===== config.mk =====
export PLATFORM = sky130hd
export DESIGN_NAME = toggle_event_decoder_flat
export DESIGN_NICKNAME = d
export VERILOG_FILES = /design/src/rtl/toggle_event_decoder_if.sv /design/src/rtl/toggle_event_decoder.sv /design/src/flat_wrapper.sv
export SDC_FILE = /design/constraint.sdc
export NUM_CORES = 1
export LEC_CHECK = 0
export CAP_MARGIN = 20
export CORE_UTILIZATION = 45
export DETAILED_ROUTE_END_ITERATION = 6
export HOLD_SLACK_MARGIN = 0.03
export MAX_ROUTING_LAYER = met4
export PLACE_DENSITY = 0.8
export SETUP_SLACK_MARGIN = 0.2
export SYNTH_ARGS = -nofsm -noshare
export SYNTH_HDL_FRONTEND = slang
export SYNTH_SLANG_ARGS = --single-unit

===== constraint.sdc =====
create_clock -name clk -period 2.79 [get_ports clk]
set_input_delay 0.279 -clock clk [delete_from_list [all_inputs] [get_ports clk]]
set_output_delay 0.279 -clock clk [all_outputs]
set_load 0.005 [all_outputs]

===== src/rtl/toggle_event_decoder_if.sv =====
`default_nettype none
// ============================================================================
//  Module   : toggle_event_decoder_if
//  Brief    : Event/handshake bundle between a toggle event decoder and its
//             downstream controller. The decoder side uses the slave modport.
//  Revision : 1.0 - initial release
// ============================================================================
interface toggle_event_decoder_if #(
   parameter int CNT_W  = 8,
   parameter int PEND_W = 4
);
   logic              tog_in;
   logic              level;
   logic              evt_pulse;
   logic [CNT_W-1:0]  evt_cnt;
   logic              pend_valid;
   logic              pend_ack;
   logic [PEND_W-1:0] pend_cnt;
   logic              ovf;

   // Controller / line driver side
   modport master (
      output tog_in,
      output pend_ack,
      input  level,
      input  evt_pulse,
      input  evt_cnt,
      input  pend_valid,
      input  pend_cnt,
      input  ovf
   );

   // Decoder side
   modport slave (
      input  tog_in,
      input  pend_ack,
      output level,
      output evt_pulse,
      output evt_cnt,
      output pend_valid,
      output pend_cnt,
      output ovf
   );
endinterface
`default_nettype wire


===== src/rtl/toggle_event_decoder.sv =====
`default_nettype none
// ============================================================================
//  Module   : toggle_event_decoder
//  Brief    : Receive-side decoder for a toggle-encoded event line. Every
//             level change of tog_in is one event. The line is synchronized,
//             optionally debounced, and each accepted toggle produces a
//             one-cycle pulse, bumps a wrapping event counter and queues a
//             pending event behind a valid/ack handshake.
//  Config   : TOG_DEBOUNCE_EN - when defined, a toggle is accepted only after
//             the synchronized line has differed from the filtered level for
//             DEB_CYCLES consecutive cycles. When undefined every change of
//             the synchronized line is accepted and DEB_CYCLES is ignored.
//  Revision : 1.0 - initial release
// ============================================================================
module toggle_event_decoder #(
   parameter int DEB_CYCLES = 4,
   parameter int CNT_W      = 8,
   parameter int PEND_W     = 4
) (
   input  logic                 clk,
   input  logic                 rst,
   toggle_event_decoder_if.slave bus
);

   localparam logic [PEND_W-1:0] c_PEND_MAX = {PEND_W{1'b1}};

   // Reject an out-of-range debounce length at elaboration time
   generate
      if (DEB_CYCLES < 1 || DEB_CYCLES > 255) begin : g_deb_range_err
         $error("toggle_event_decoder: DEB_CYCLES must be in 1..255");
      end
   endgenerate

   logic              r_s1;
   logic              r_s2;
   logic              r_level;
   logic              r_evt_pulse;
   logic [CNT_W-1:0]  r_evt_cnt;
   logic [PEND_W-1:0] r_pend_cnt;
   logic              r_ovf;

   logic              w_acc;
   logic              w_ack;
   logic              w_sat;
   logic              w_pend_valid;

   // Two-flop synchronizer for the asynchronous toggle line
   always_ff @(posedge clk) begin
      if (rst) begin
         r_s1 <= 1'b0;
         r_s2 <= 1'b0;
      end else begin
         r_s1 <= bus.tog_in;
         r_s2 <= r_s1;
      end
   end

`ifdef TOG_DEBOUNCE_EN
   localparam logic [7:0] c_DEB_LAST = 8'(DEB_CYCLES - 1);

   logic [7:0] r_dcnt;

   // Accept once the mismatch has persisted for DEB_CYCLES cycles
   assign w_acc = (r_s2 != r_level) && (r_dcnt == c_DEB_LAST);

   // Count consecutive cycles the synchronized line disagrees with level
   always_ff @(posedge clk) begin
      if (rst) begin
         r_dcnt <= 8'd0;
      end else if ((r_s2 == r_level) || w_acc) begin
         r_dcnt <= 8'd0;
      end else begin
         r_dcnt <= r_dcnt + 8'd1;
      end
   end
`else
   // Without the filter, any disagreement is a toggle on this edge
   assign w_acc = (r_s2 != r_level);
`endif

   // Pending events are visible whenever the queue count is non-zero
   assign w_pend_valid = (r_pend_cnt != '0);
   assign w_ack        = bus.pend_ack & w_pend_valid;
   assign w_sat        = (r_pend_cnt == c_PEND_MAX);

   // Filtered level, one-cycle event pulse and wrapping event counter
   always_ff @(posedge clk) begin
      if (rst) begin
         r_level     <= 1'b0;
         r_evt_pulse <= 1'b0;
         r_evt_cnt   <= '0;
      end else begin
         r_evt_pulse <= w_acc;
         if (w_acc) begin
            r_level   <= ~r_level;
            r_evt_cnt <= r_evt_cnt + CNT_W'(1);
         end
      end
   end

   // Pending-event counter with saturation and sticky overflow
   always_ff @(posedge clk) begin
      if (rst) begin
         r_pend_cnt <= '0;
         r_ovf      <= 1'b0;
      end else if (w_acc && !w_ack) begin
         // A simultaneous ack frees a slot, so only an unacked event overflows
         if (w_sat) begin
            r_ovf <= 1'b1;
         end else begin
            r_pend_cnt <= r_pend_cnt + PEND_W'(1);
         end
      end else if (!w_acc && w_ack) begin
         r_pend_cnt <= r_pend_cnt - PEND_W'(1);
      end
   end

   assign bus.level      = r_level;
   assign bus.evt_pulse  = r_evt_pulse;
   assign bus.evt_cnt    = r_evt_cnt;
   assign bus.pend_valid = w_pend_valid;
   assign bus.pend_cnt   = r_pend_cnt;
   assign bus.ovf        = r_ovf;

endmodule
`default_nettype wire


===== src/flat_wrapper.sv =====
// flat-port wrapper written by rule: the top's interface ports become plain ports
module toggle_event_decoder_flat 
#(
   parameter int DEB_CYCLES = 4,
   parameter int CNT_W      = 8,
   parameter int PEND_W     = 4
)
  (clk, rst, bus_tog_in, bus_pend_ack, bus_level, bus_evt_pulse, bus_evt_cnt, bus_pend_valid, bus_pend_cnt, bus_ovf);
  toggle_event_decoder_if #(.CNT_W(CNT_W), .PEND_W(PEND_W)) bus_i ();
  input  logic clk;
  input  logic rst;
  input wire logic [$bits(bus_i.tog_in)-1:0] bus_tog_in;
  input wire logic [$bits(bus_i.pend_ack)-1:0] bus_pend_ack;
  output wire logic [$bits(bus_i.level)-1:0] bus_level;
  output wire logic [$bits(bus_i.evt_pulse)-1:0] bus_evt_pulse;
  output wire logic [$bits(bus_i.evt_cnt)-1:0] bus_evt_cnt;
  output wire logic [$bits(bus_i.pend_valid)-1:0] bus_pend_valid;
  output wire logic [$bits(bus_i.pend_cnt)-1:0] bus_pend_cnt;
  output wire logic [$bits(bus_i.ovf)-1:0] bus_ovf;
  assign bus_i.tog_in = bus_tog_in;
  assign bus_i.pend_ack = bus_pend_ack;
  assign bus_level = bus_i.level;
  assign bus_evt_pulse = bus_i.evt_pulse;
  assign bus_evt_cnt = bus_i.evt_cnt;
  assign bus_pend_valid = bus_i.pend_valid;
  assign bus_pend_cnt = bus_i.pend_cnt;
  assign bus_ovf = bus_i.ovf;
  toggle_event_decoder #(.DEB_CYCLES(DEB_CYCLES), .CNT_W(CNT_W), .PEND_W(PEND_W)) u_core (.clk(clk), .rst(rst), .bus(bus_i));
endmodule

; ---- Yosys cells after proc, flatten, opt, wreduce, memory -nomap -nowiden
; Index checks and enable logic that the tools add are counted.
[totals]
register_bits = 17
latch_bits = 0
mem_bits_rw = 0
romBits = 0
inputBits = 4
word_cells = 26
n_memories = 0
[op_classes]
addsub = 3
mul = 0
div = 0
n_lt_le_gt_ge = 0
eq_ne = 3
shifts = 0
mux = 3
n_bitwise = 2
n_reduce_logical = 8
[ops]
columns = operator, count
row1 = $mux 4, 3
row2 = $add 8x1->8 const B, 1
row3 = $add 4x1->4 const B, 1
row4 = $eq 4x4->1 const B, 1
row5 = $reduce_and 2->1, 2
row6 = $reduce_bool 4->1, 1
row7 = $sub 4x1->4 const B, 1
row8 = $logic_and 1x1->1, 2
row9 = $logic_not 1->1, 2
row10 = $ne 2x2->1 const B, 1
row11 = $reduce_bool 2->1, 1
row12 = $and 1x1->1, 1
row13 = $ne 1x1->1, 1
row14 = $not 1->1, 1

; ---- Depth between registers and ports, before layout
[logic_depth]
word_depth = 6
ltp_mapped = 7

; ---- Worst setup path before layout
; Ideal clock, no wire load.
[synth_timing]
path_type = reg-to-reg
from = register u_core.r_pend_cnt[3], in the netlist u_core.bus.pend_cnt[3]
to = register u_core.r_pend_cnt[3], in the netlist u_core.bus.pend_cnt[3]
setup_time_ps = 95
arrival_time_ps = 1924
required_ps = 2695
path_slack_ps = 770
stages_incl_launch_ff = 8
path_buffers = 0
synth_period_minus_slack_ps = 2020
cell_sequence = dfxtp_1 -> o41ai_4 -> nand2_2 -> ha_1 -> a21o_1 -> a2111oi_0 -> mux2i_1 -> o311ai_1
[synth_via]
elab_chain_len = 6
[synth_rtl]
columns = element, line_no
row1 = "start, declared", toggle_event_decoder.sv:39  ; logic [PEND_W-1:0] r_pend_cnt;
row2 = "start signal, assigned", toggle_event_decoder.sv:111  ; r_pend_cnt <= r_pend_cnt + PEND_W'(1);
row3 = "start signal, assigned", toggle_event_decoder.sv:114  ; r_pend_cnt <= r_pend_cnt - PEND_W'(1);
row4 = $reduce_bool 4->1, toggle_event_decoder.sv:82  ; assign w_pend_valid = (r_pend_cnt != '0);
row5 = $and 1x1->1, toggle_event_decoder.sv:83  ; assign w_ack = bus.pend_ack & w_pend_valid;
row6 = $logic_not 1->1, toggle_event_decoder.sv:106  ; end else if (w_acc && !w_ack) begin
row7 = $logic_and 1x1->1, toggle_event_decoder.sv:106
row8 = $ne 2x2->1 (no line) / $reduce_bool 2->1 (equally long branches), --
row9 = $reduce_and 2->1 (no line), --
; Several ways; a longest one is shown, not always the timed one. The select of a mux whose other input is x is not followed.
; A chain may end at the register's enable or synchronous reset.

; ---- Final worst setup path
; Same ends and word-level chain as after synthesis.

==> results.sh <==
export IMPL_clock_root_buffer="clkbuf_4"
export IMPL_core_area_um2=1590
export IMPL_cts_num_sinks=17
export IMPL_yosysUniqueCellTypes=37
export IMPL_slew_limit_headroom_pct=53.9
export IMPL_synth_simple_area_share_pct=25.8
export IMPL_clockBufferDepth=2
export IMPL_grt_pass1_vias=625
export IMPL_crit_path_end_kind="register"
export IMPL_cts_buffers=3
export IMPL_synthCells=82
export IMPL_drt_pass1_iterations=4
export IMPL_skew_ns=0.00478
export IMPL_htree_num_levels=1
export IMPL_synth_seq_cells=17
export IMPL_synth_edff_count=0
export IMPL_dr_first_iter_drc_count=16
export IMPL_routed_wl_um=1570
export IMPL_gp_congestion=0.835
export IMPL_antenna_found_initial=0
export IMPL_vias=668
export IMPL_cap_violations=0
export IMPL_yosys_area_share_adder_pct=7.08
export IMPL_period_needed_ns=2.22
export IMPL_die_area_um2=1980
export IMPL_slew_viol_final=0
export IMPL_crit_path_start_kind="register"
export IMPL_ys_seq_area_share_pct=41.8
export IMPL_cts_resized_gates=0
export IMPL_final_layout_size_suffix_gt1_share_pct=8.74
export IMPL_path_clk_slew_ns=0.09
export IMPL_clk_latency_ns=0.29
export IMPL_crit_required_ns=2.99
export IMPL_initial_core_util_pct=51.0
export IMPL_rrSetupSlack_ns=0.57
export IMPL_vdd_ir_drop_max_v=0.000544
export IMPL_gr_usage_all_layers_pct=19.7
export IMPL_overflow=0
export IMPL_hold_path_class="reg2reg"
export IMPL_die_x_um=44.5
export IMPL_crit_fanout=7
export IMPL_setup_violations=0
export IMPL_syn2layout_area_growth_pct=29.4
export IMPL_post_route_period_util_pct=79.6
export IMPL_max_slew_worst_pin_slew_ns=0.689
export IMPL_hold_viol=0
export IMPL_syn_area_um2=813
export IMPL_yosysWarnings=0
export IMPL_cts_setup_buffers=0
export IMPL_layout_nets=112
export IMPL_portBuffers=19
export IMPL_fin_setup_tns_ns=0
export IMPL_avgSynthCellArea_um2=9.92
export IMPL_grt_pass1_wl_um=2760
export IMPL_grt_max_degree=22
export IMPL_synthArstFlopShare_pct=0
export IMPL_critPathArrivalTime_ns=2.42
export IMPL_io_pins=20
export IMPL_status="finished clean"
export IMPL_hold_worst_slack_ns=0.451
export IMPL_fillers=149
export IMPL_muxShareOfSynthArea_pct=1.23
export IMPL_viasPerCell=5.26
export IMPL_synth_xor_area_share_pct=9.54
export IMPL_cts_hold_buf=0
export IMPL_fmax_ghz=0.450
export IMPL_rows=14
export IMPL_dp_hpwl_um=1160
export IMPL_p_leak_nw=0.374
export IMPL_synth_fp_nets=90
export IMPL_remaining_drc_errors=0
export IMPL_cts_tree="done"
export IMPL_wl_per_cell_um=12.4
export IMPL_layout_common_cells="clkdlybuf4s50_1 (19), dfxtp_1 (17), nor2_1 (9)"
export IMPL_synth_compound_area_share_pct=13.5
export IMPL_ys_flop_type="dfxtp_1"
export IMPL_path_class="reg2reg"
export IMPL_rsz0062_at_grt="no"
export IMPL_powerDensity_nw_per_um2=722
export IMPL_drtAntennaViolNets=0
export IMPL_antenna_cells=0
export IMPL_synth_top_family_by_area="simple AND/OR/NAND/NOR gates"
export IMPL_fp_dieH_um=44.5
export IMPL_final_common_cell="clkdlybuf4s50_1"
## worst max-delay path: stages (launching register included)
cell and delay, ns:
dfxtp_1 0.39, o41ai_4 0.45, nand2_2 0.15, ha_1 0.30, a21o_1 0.21, a2111oi_0 0.43
mux2i_1 0.13, o311ai_1 0.08
## sequential cells by signal (all words and copies together), names as in the netlist
name and cells:
u_core.bus.evt_pulse 1, u_core.r_s1 1, u_core.bus.pend_cnt 4, u_core.bus.level 1, u_core.r_s2 1, u_core.bus.ovf 1
u_core.bus.evt_cnt 8
## cell type report
cell class | instances | area, µm² | area share, %
flip-flops and latches | 17 | 340 | 32.3
multi-input cells | 63 | 465 | 44.2
well taps | 24 | 30.0 | 2.85
clock buffers | 4 | 26.3 | 2.50
repair buffers | 19 | 190 | 18.1
## where the power goes
group          internal, mW  leakage (nW)  total [mW]  switching (mW)
combinational         0.176         0.220       0.299           0.124
sequential            0.272         0.139       0.334          0.0614
clock                0.0556        0.0150       0.127          0.0712
total                 0.503         0.374       0.760           0.256
## cells in the mapped netlist (2+ instances only)
| cell | number | area share [%] |
|---|---|---|
| dfxtp_1 | 17 | 42 |
| xor2_1 | 3 | 3.2 |
| nand2_1 | 4 | 1.8 |
| a21oi_1 | 3 | 1.8 |
| nor2b_1 | 3 | 2.3 |
| xnor2_1 | 4 | 4.3 |
| ha_1 | 3 | 4.6 |
| nand4_1 | 3 | 2.3 |
| nor2_1 | 9 | 4.2 |
| nor3_1 | 4 | 2.5 |
| clkbuf_1 | 2 | 0.92 |
| or4b_1 | 2 | 2.5 |
## through the flow
step	util, %	instance area (µm²)	setup slack, ns	power, mW	cells
2_1_floorplan	-	813	0.770	0.512	82
3_3_place_gp	64.4	1030	0.701	0.629	123
3_5_place_dp	64.4	1030	0.573	0.639	123
4_1_cts	66.0	1050	0.559	0.767	127
5_1_grt	66.0	1050	0.360	0.819	127
6_report	66.0	1050	0.568	0.760	127
## per-layer routing
layer / global-route usage (%) / part of all wire, % / up-vias
met1: 26.3 / 50 / 317
met2: 28.8 / 47 / 10
li1: - / - / 339
met4: 5.45 / 0.51 / 0
met5: - / 0 / -
met3: 6.12 / 3.4 / 2
## final timing paths
path	startpoint	endpoint	depth (start not counted)
worst max-delay path	u_core.bus.pend_cnt[3]	u_core.bus.pend_cnt[3]	7
worst min register to register	u_core.r_s1	u_core.r_s2	1
worst min-delay path	u_core.r_s1	u_core.r_s2	1
worst max register to register	u_core.bus.pend_cnt[3]	u_core.bus.pend_cnt[3]	7
## kinds of logic after synthesis
kind of cell | count (synthesis)
AND/OR/NAND/NOR | 37
flip-flops | 17
AO/OA/AOI/OAI | 13
XOR/XNOR | 8
adder cells (fa/ha/maj) | 4
buffers and inverters | 2
multiplexers | 1
Power figures use the tool's default switching activity.
